`src/rtl/bus_arbiter_if.sv`:
```
// bus_arbiter_if: two requester ports, core-chain command/response and status of the arbiter
interface bus_arbiter_if #(
    parameter int ADDR_WIDTH      = 16,
    parameter int DATA_WIDTH      = 16,
    parameter int MAX_OUTSTANDING = 8
);
    localparam int CW = $clog2(MAX_OUTSTANDING) + 1;
    logic [ADDR_WIDTH-1:0] req0_addr, req1_addr, cmd_addr;
    logic [DATA_WIDTH-1:0] req0_data, req1_data, cmd_wdata;
    logic                  req0_rw, req1_rw, cmd_rw;
    logic                  req0_valid, req1_valid, cmd_valid;
    logic                  req0_ready, req1_ready;
    logic [DATA_WIDTH-1:0] rsp_rdata, resp0_rdata, resp1_rdata;
    logic                  rsp_rw, resp0_rw, resp1_rw;
    logic                  rsp_valid, resp0_valid, resp1_valid;
    logic [CW-1:0]         outstanding;
    logic                  err;
    modport slave (
        input  req0_addr, req0_data, req0_rw, req0_valid,
        input  req1_addr, req1_data, req1_rw, req1_valid,
        output req0_ready, req1_ready,
        output cmd_addr, cmd_wdata, cmd_rw, cmd_valid,
        input  rsp_rdata, rsp_rw, rsp_valid,
        output resp0_rdata, resp0_rw, resp0_valid,
        output resp1_rdata, resp1_rw, resp1_valid,
        output outstanding, err
    );
    modport master (
        output req0_addr, req0_data, req0_rw, req0_valid,
        output req1_addr, req1_data, req1_rw, req1_valid,
        input  req0_ready, req1_ready,
        input  cmd_addr, cmd_wdata, cmd_rw, cmd_valid,
        output rsp_rdata, rsp_rw, rsp_valid,
        input  resp0_rdata, resp0_rw, resp0_valid,
        input  resp1_rdata, resp1_rw, resp1_valid,
        input  outstanding, err
    );
endinterface

```
`src/rtl/bus_arbiter.sv`:
```
// bus_arbiter: round-robin sharing of one register-bus chain between two requesters
module bus_arbiter #(
    parameter int ADDR_WIDTH      = 16,
    parameter int DATA_WIDTH      = 16,
    parameter int MAX_OUTSTANDING = 8
) (
    input logic       clk,
    input logic       rst,
    bus_arbiter_if.slave b
);
    localparam int AW = $clog2(MAX_OUTSTANDING);
    localparam int CW = AW + 1;
    logic                       last_grant, grant, can_issue, push, pop, head;
    logic [MAX_OUTSTANDING-1:0] tags;
    logic [AW-1:0]              wp, rp;
    logic [CW-1:0]              count;
    always_comb begin
        can_issue = count != CW'(MAX_OUTSTANDING);
        grant     = (b.req0_valid & b.req1_valid) ? ~last_grant : b.req1_valid;
        push      = b.req0_ready | b.req1_ready;
        pop       = b.rsp_valid & (count != '0);
        head      = tags[rp];
    end
    assign b.req0_ready  = can_issue & b.req0_valid & ~grant;
    assign b.req1_ready  = can_issue & b.req1_valid & grant;
    assign b.outstanding = count;
    always_ff @(posedge clk) begin
        if (rst) begin
            last_grant    <= 1'b1;
            tags          <= '0;
            wp            <= '0;
            rp            <= '0;
            count         <= '0;
            b.cmd_addr    <= '0;
            b.cmd_wdata   <= '0;
            b.cmd_rw      <= 1'b0;
            b.cmd_valid   <= 1'b0;
            b.resp0_rdata <= '0;
            b.resp0_rw    <= 1'b0;
            b.resp0_valid <= 1'b0;
            b.resp1_rdata <= '0;
            b.resp1_rw    <= 1'b0;
            b.resp1_valid <= 1'b0;
            b.err         <= 1'b0;
        end else begin
            b.cmd_valid <= push;
            if (push) begin
                b.cmd_addr  <= grant ? b.req1_addr : b.req0_addr;
                b.cmd_wdata <= grant ? b.req1_data : b.req0_data;
                b.cmd_rw    <= grant ? b.req1_rw : b.req0_rw;
                last_grant  <= grant;
                tags[wp]    <= grant;
                wp          <= wp + 1'b1;
            end
            if (pop) rp <= rp + 1'b1;
            b.resp0_valid <= pop & ~head;
            b.resp1_valid <= pop & head;
            if (pop & ~head) begin
                b.resp0_rdata <= b.rsp_rdata;
                b.resp0_rw    <= b.rsp_rw;
            end
            if (pop & head) begin
                b.resp1_rdata <= b.rsp_rdata;
                b.resp1_rw    <= b.rsp_rw;
            end
            // a response with nothing in flight is a protocol error that stays flagged
            if (b.rsp_valid & (count == '0)) b.err <= 1'b1;
            count <= count + CW'(push) - CW'(pop);
        end
    end
endmodule

```
`src/flat_wrapper.sv`:
```
// flat-port wrapper written by rule: the top's interface ports become plain ports
module bus_arbiter_flat 
#(
    parameter int ADDR_WIDTH      = 16,
    parameter int DATA_WIDTH      = 16,
    parameter int MAX_OUTSTANDING = 8
)
  (clk, rst, b_req0_addr, b_req0_data, b_req0_rw, b_req0_valid, b_req1_addr, b_req1_data, b_req1_rw, b_req1_valid, b_req0_ready, b_req1_ready, b_cmd_addr, b_cmd_wdata, b_cmd_rw, b_cmd_valid, b_rsp_rdata, b_rsp_rw, b_rsp_valid, b_resp0_rdata, b_resp0_rw, b_resp0_valid, b_resp1_rdata, b_resp1_rw, b_resp1_valid, b_outstanding, b_err);
  bus_arbiter_if #(.ADDR_WIDTH(ADDR_WIDTH), .DATA_WIDTH(DATA_WIDTH), .MAX_OUTSTANDING(MAX_OUTSTANDING)) b_i ();
  input logic clk;
  input logic rst;
  input wire logic [$bits(b_i.req0_addr)-1:0] b_req0_addr;
  input wire logic [$bits(b_i.req0_data)-1:0] b_req0_data;
  input wire logic [$bits(b_i.req0_rw)-1:0] b_req0_rw;
  input wire logic [$bits(b_i.req0_valid)-1:0] b_req0_valid;
  input wire logic [$bits(b_i.req1_addr)-1:0] b_req1_addr;
  input wire logic [$bits(b_i.req1_data)-1:0] b_req1_data;
  input wire logic [$bits(b_i.req1_rw)-1:0] b_req1_rw;
  input wire logic [$bits(b_i.req1_valid)-1:0] b_req1_valid;
  output wire logic [$bits(b_i.req0_ready)-1:0] b_req0_ready;
  output wire logic [$bits(b_i.req1_ready)-1:0] b_req1_ready;
  output wire logic [$bits(b_i.cmd_addr)-1:0] b_cmd_addr;
  output wire logic [$bits(b_i.cmd_wdata)-1:0] b_cmd_wdata;
  output wire logic [$bits(b_i.cmd_rw)-1:0] b_cmd_rw;
  output wire logic [$bits(b_i.cmd_valid)-1:0] b_cmd_valid;
  input wire logic [$bits(b_i.rsp_rdata)-1:0] b_rsp_rdata;
  input wire logic [$bits(b_i.rsp_rw)-1:0] b_rsp_rw;
  input wire logic [$bits(b_i.rsp_valid)-1:0] b_rsp_valid;
  output wire logic [$bits(b_i.resp0_rdata)-1:0] b_resp0_rdata;
  output wire logic [$bits(b_i.resp0_rw)-1:0] b_resp0_rw;
  output wire logic [$bits(b_i.resp0_valid)-1:0] b_resp0_valid;
  output wire logic [$bits(b_i.resp1_rdata)-1:0] b_resp1_rdata;
  output wire logic [$bits(b_i.resp1_rw)-1:0] b_resp1_rw;
  output wire logic [$bits(b_i.resp1_valid)-1:0] b_resp1_valid;
  output wire logic [$bits(b_i.outstanding)-1:0] b_outstanding;
  output wire logic [$bits(b_i.err)-1:0] b_err;
  assign b_i.req0_addr = b_req0_addr;
  assign b_i.req0_data = b_req0_data;
  assign b_i.req0_rw = b_req0_rw;
  assign b_i.req0_valid = b_req0_valid;
  assign b_i.req1_addr = b_req1_addr;
  assign b_i.req1_data = b_req1_data;
  assign b_i.req1_rw = b_req1_rw;
  assign b_i.req1_valid = b_req1_valid;
  assign b_req0_ready = b_i.req0_ready;
  assign b_req1_ready = b_i.req1_ready;
  assign b_cmd_addr = b_i.cmd_addr;
  assign b_cmd_wdata = b_i.cmd_wdata;
  assign b_cmd_rw = b_i.cmd_rw;
  assign b_cmd_valid = b_i.cmd_valid;
  assign b_i.rsp_rdata = b_rsp_rdata;
  assign b_i.rsp_rw = b_rsp_rw;
  assign b_i.rsp_valid = b_rsp_valid;
  assign b_resp0_rdata = b_i.resp0_rdata;
  assign b_resp0_rw = b_i.resp0_rw;
  assign b_resp0_valid = b_i.resp0_valid;
  assign b_resp1_rdata = b_i.resp1_rdata;
  assign b_resp1_rw = b_i.resp1_rw;
  assign b_resp1_valid = b_i.resp1_valid;
  assign b_outstanding = b_i.outstanding;
  assign b_err = b_i.err;
  bus_arbiter #(.ADDR_WIDTH(ADDR_WIDTH), .DATA_WIDTH(DATA_WIDTH), .MAX_OUTSTANDING(MAX_OUTSTANDING)) u_core (.clk(clk), .rst(rst), .b(b_i));
endmodule
```
`config.mk`:
```
export PLATFORM = sky130hd
export DESIGN_NAME = bus_arbiter_flat
export DESIGN_NICKNAME = d
export VERILOG_FILES = /design/src/rtl/bus_arbiter_if.sv /design/src/rtl/bus_arbiter.sv /design/src/flat_wrapper.sv
export SDC_FILE = /design/constraint.sdc
export NUM_CORES = 1
export LEC_CHECK = 0
export BUFFER_PORTS_ARGS = -buffer_cell sky130_fd_sc_hd__buf_4
export CAP_MARGIN = 20
export CORE_UTILIZATION = 40
export DETAILED_ROUTE_END_ITERATION = 7
export PLACE_DENSITY_LB_ADDON = 0.15
export SLEW_MARGIN = 20
export SYNTH_ARGS = -nofsm -noshare
export SYNTH_HDL_FRONTEND = slang
export SYNTH_SLANG_ARGS = --single-unit
```
`constraint.sdc`:
```
create_clock -name clk -period 3.9 [get_ports clk]
set_input_delay 0.585 -clock clk [delete_from_list [all_inputs] [get_ports clk]]
set_output_delay 0.585 -clock clk [all_outputs]
set_load 0.03 [all_outputs]
```
After elaboration in Yosys (flattened, before gate mapping)

Index checks and enable logic that the tools add are counted.

Register bits after elaboration: 90
Bits in latches: 0
Memory bits (writable): 0
Memory bits (read-only): 0
Input port bits: 88
Output and inout bits: 77
Logic and storage cells: 49
Memories: 0

Add/subtract/negate cells: 4
$mul: 0
Div/mod/pow operators: 0
Magnitude comparators: 3
Equal/unequal tests: 1
Shifts and indexed selects: 0
Mux-type cells: 9
Bitwise gates (word level): 13
Reductions and logical operators: 3

Operator list:

| cell                                                                  | count |
|---|---|
| 16-bit two-way mux                                                    | 2 |
| 1-bit bitwise AND                                                     | 9 |
| 8-bit bitwise mux                                                     | 1 |
| 3-bit by 4-bit < comparator with 1-bit output, second input constant  | 2 |
| 3-bit by 1-bit adder with 3-bit output, second input constant         | 2 |
| 4-bit by 1-bit adder with 4-bit output                                | 1 |
| 4-bit logical NOT                                                     | 1 |
| 1-bit two-way mux                                                     | 4 |
| 4-bit inequality test, second input constant                          | 1 |
| 4-bit nonzero test                                                    | 1 |
| 4-bit by 1-bit subtractor with 4-bit output                           | 1 |
| 1-bit binary-select mux with 3-bit select                             | 1 |
| 1-bit demux with 3-bit select                                         | 1 |
| 3-bit by 1-bit >= comparator with 1-bit output, second input constant | 1 |
| 1-bit NOT                                                             | 3 |
| 1-bit logical AND                                                     | 1 |
| 1-bit bitwise OR                                                      | 1 |

Longest topological paths before layout

Depth in word-level cells: 7
Mapped depth: 11

Least setup slack after synthesis

Ideal clock, no wire load.

Path type: register -> register
Start: register u_core.count[2], in the netlist u_core.b.outstanding[2]
End: register u_core.count[2], in the netlist u_core.b.outstanding[2]
Arrival time: 2.314 ns
Required time: 3.772 ns
Slack: 1.458 ns
Stages on the path, launching flop included: 11
Clock period less this slack: 2.442 ns
Cells stage by stage: dfxtp_1 > inv_1 > ha_1 > nor3b_1 > nor2_1 > clkbuf_1 > ha_1 > inv_1 > fa_1 > xor2_1 > nor2_1

Longest elaborated chain between the ends: 6
Elaborated cells on any way between the ends: 10
Those cells by class: add/sub (2); eq/ne (1); bitwise (6); reduce/logical (1)

RTL lines:

| what                                               | RTL line                             | RTL |
|---|---|---|
| start: declaration                                 | bus_arbiter.sv:16                    | `logic [CW-1:0] count;` |
| start signal: assignment                           | bus_arbiter.sv:68                    | `count <= count + CW'(push) - CW'(pop);` |
| 4-bit inequality test *                            | bus_arbiter.sv:18                    | `can_issue = count != CW'(MAX_OUTSTANDING);` |
| 1-bit bitwise AND (on tied branches) (2 in series) | bus_arbiter.sv:24, bus_arbiter.sv:25 |  |
| 1-bit bitwise OR *                                 | bus_arbiter.sv:20                    | `push = b.req0_ready \| b.req1_ready;` |
| via u_core.push                                    | bus_arbiter.sv:13                    | `logic last_grant, grant, can_issue, push, pop, head;` |
| 4-bit by 1-bit adder with 4-bit output *           | bus_arbiter.sv:68                    |  |
| 4-bit by 1-bit subtractor with 4-bit output *      | bus_arbiter.sv:68                    |  |

Mark *: on every way through the listed nets, which the timed path passes. The rest lies on a longest branch.
A chain may end at the register's enable or synchronous reset.

Worst setup path in the final report

Start: register u_core.count[2], in the netlist u_core.b.outstanding[2]
End: register u_core.count[2], in the netlist u_core.b.outstanding[2]

Longest elaborated chain between the ends: 6
Elaborated cells on any way between the ends: 10
Those cells by class: add/sub (2); eq/ne (1); bitwise (6); reduce/logical (1)

RTL lines:

| what                                               | RTL line |
|---|---|
| 4-bit inequality test                              | bus_arbiter.sv:18 |
| 1-bit bitwise AND (on tied branches) (2 in series) | bus_arbiter.sv:24, bus_arbiter.sv:25 |
| 1-bit bitwise OR                                   | bus_arbiter.sv:20 |
| 4-bit by 1-bit adder with 4-bit output             | bus_arbiter.sv:68 |
| 4-bit by 1-bit subtractor with 4-bit output *      | bus_arbiter.sv:68 |

Every way passes the cells marked *; elsewhere a longest branch is shown, timed or not.

==> flow_summary_export.csv <==
group,metric,value,unit
outcome,status,"complete, no violations",
timing,grt_setup_unrepaired,"no",
timing,max_slew_margin,38.0,%
timing,worstMarginPinSlew,930,ps
clock_tree,numCtsBuffers,9,
min_path,hp-class,"flip-flop to flip-flop",
die,die_w,103,um
critical_path,worst_path_dominant_cell_family,"adder cells",
clock_tree,clkLatencyLatePin,350,ps
critical_path,cp-end-kind,"flip-flop",
global_route,antenna_found_initial,0,
clock_tree,postCtsHoldBufs,0,
timing,finalMaxSlewViolations,0,
critical_path,cp.depth,10,
critical_path,ff2ff_path_depth,10,
placement,place_hpwl,6490,um
synthesis,synth_common_cells,"dfxtp_1 (90), mux2i_1 (77), nor2_1 (56)",
die,die-area,10600,um2
finish,area_delta_synth_final,35.7,%
finish,fin_nets,647,
pwr,peakVddDrop,0.000222,V
global_route,grt_pass1_vias,3045,
synthesis,netlist_area,4070,um2
critical_path,crit_arrival,2740,ps
detailed_routing,drtAntennaViolNets,0,
min_path,hold_depth,2,
clock_tree,htree_num_levels,3,
detailed_routing,wl,9150,um
die,num_rows,36,
critical_path,cp_slowest_cell,"buf_4",
finish,diodes,0,
detailed_routing,viasPerCell,4.78,
clock_tree,cts-resized-gates,0,
critical_path,criticalPathCategory,"flip-flop to flip-flop",
synthesis,synth_area_per_cell,10.1,um2
clock_tree,cts_tree,"done",
global_route,grt_max_degree,108,
global_route,track_usage,17.4,%
clock_tree,post-cts-setup-buffer-count,0,
timing,skew,10.5,ps
synthesis,async_flop_share,0,%
placement,portBuffers,164,
global_route,grt_pass1_wl,14300,um
placement,gp_congestion,0.728,
finish,utilization,56.3,%
timing,max_freq,394,MHz
timing,finalSetupViolCount,0,
detailed_routing,first_pass_iters,4,
clock_tree,clk_pin_slew,90,ps
synthesis,synth_flop_cell,"dfxtp_1",
timing,worst_slack,1360,ps
synthesis,synth_edf_count,0,
timing,setup_tns,0,ps
critical_path,path_cells,"inv_1, ha_1, nor3b_1, nor2_4, buf_4, ha_1, inv_1, fa_1, xor2_1, nor2_1",
critical_path,worst-path-buf-inv,3,
detailed_routing,drc_errors,0,
clock_tree,cts_sinks,90,
synthesis,synthCells,404,
synthesis,yosysWarnings,0,
synthesis,yosysSeqAreaShare,44.2,%
synthesis,synthTopCellsByArea,"dfxtp_1 (44%), mux2i_1 (19%), nand2b_1 (8.0%)",
synthesis,synth.most_common_cell,"dfxtp_1",
finish,fillers,918,
clock_tree,clockBufferDepth,2,
finish,drive_above_1_share,35.1,%
global_route,gr-total-overflow,0,
clock_tree,cts_root_buffer,"clkbuf_8",
detailed_routing,vias,3292,
synthesis,syn-num-nets,500,
timing,finalCritPeriodShare,65.1,%
timing,period_minus_slack,2540,ps
synthesis,netlist-cell-type-count,43,
die,die_h,103,um
die,core_area,9820,um2
synthesis,yosys.area.top_type_share,44.2,%
synthesis,ys_ff_latch,90,
detailed_routing,drt_iter0_drc,73,
placement,pre_cts_ws,1330,ps
pwr,leakage,2.52,nW
critical_path,cpPeakStageDelay,520,ps
critical_path,start_kind,"flip-flop",
timing,finalHoldViolCount,0,
detailed_routing,wl_per_cell,13.3,um
die,initial_core_util,41.5,%
die,ios,165,
critical_path,crit_required,4100,ps
synthesis,yosysTopAreaCell,"dfxtp_1",
run,drv_cap,0,
pwr,power_density,573,nW/um2
critical_path,crit_fanout,69,
-- where the power goes --
part / switching, mW / leakage [nW] / internal (mW)
sequential: 0.131 / 0.740 / 1.10
clock: 0.328 / 0.0924 / 0.266
combinational: 0.776 / 1.69 / 0.567
total: 1.23 / 2.52 / 1.93
-- tightest hold or removal path, delay by kind of cell, from the launching register on --
family,cells,cell delay [ps]
flip-flops,1,320
multiplexers,1,60
AND/OR/NAND/NOR,1,60
-- cell type report --
type	instances	area [um2]	area share [%]
Clock inverter	4	26.3	0.475
Multi-Input combinational cell	276	2090	37.9
Clock buffer	12	155	2.81
Timing Repair Buffer	168	1260	22.8
Sequential cell	90	1800	32.6
Inverter	6	22.5	0.408
Tap cell	133	166	3.01
-- layer usage --
| layer | routed length, um | GRT usage, % |
|---|---|---|
| met1 | 3910 | 20.5 |
| met2 | 4280 | 28.7 |
| met3 | 838 | 6.58 |
| met4 | 126 | 7.15 |
| met5 | 0 | 0 |
-- cell families (layout without fill, tap and decap cells) --
group	Yosys count	in the layout	synth area share [%]
XOR/XNOR	6	6	1.29
adder cells (fa/ha/maj)	8	8	2.64
AO/OA/AOI/OAI	43	43	8.72
flip-flops	90	90	44.2
buffers and inverters	38	190	5.28
AND/OR/NAND/NOR	140	140	18.3
multiplexers	79	79	19.6
-- stage by stage --
stage	area (um2)	cells	hold slack, ps	total power [mW]
after floorplan	4070	404	454	2.19
after global routing	5530	689	500	3.37
after detailed placement	5350	673	462	2.61
after global placement	5350	673	461	2.59
final	5530	689	477	3.17
after CTS	5530	689	480	3.21
-- path summary, 6_finish.rpt --
path	slack, ps	to	start
min	480	u_core.b.resp1_rdata[3]$_SDFFE_PP0P_	u_core.b.resp1_rdata[3]$_SDFFE_PP0P_
max reg2reg	1360	u_core.b.outstanding[2]$_SDFF_PP0_	u_core.b.outstanding[2]$_SDFF_PP0_
min reg2reg	480	u_core.b.resp1_rdata[3]$_SDFFE_PP0P_	u_core.b.resp1_rdata[3]$_SDFFE_PP0P_
max	1360	u_core.b.outstanding[2]$_SDFF_PP0_	u_core.b.outstanding[2]$_SDFF_PP0_
-- cells in the final DEF, fill, tap and decap left out, types with 2 or more instances in the layout --
master,n
a211oi_1,33
a21oi_1,2
and2_1,2
buf_4,168
clkbuf_8,11
clkinv_2,2
dfxtp_1,90
ha_1,7
inv_1,6
mux2i_1,77
nand2_1,7
nand2b_1,52
nand3_1,2
nand4_1,3
nand4b_1,3
nor2_1,55
nor2b_1,5
xnor2_1,3
xor2_1,3
-- flip-flops by register name, summed over array words and instances (netlist names), 3 cells and up --
register	flops
u_core.wp	3
u_core.b.resp0_rdata	16
u_core.b.cmd_wdata	16
u_core.b.outstanding	4
u_core.rp	3
u_core.b.resp1_rdata	16
u_core.b.cmd_addr	16
u_core.tags	8
(Power assumes the default switching activity.)
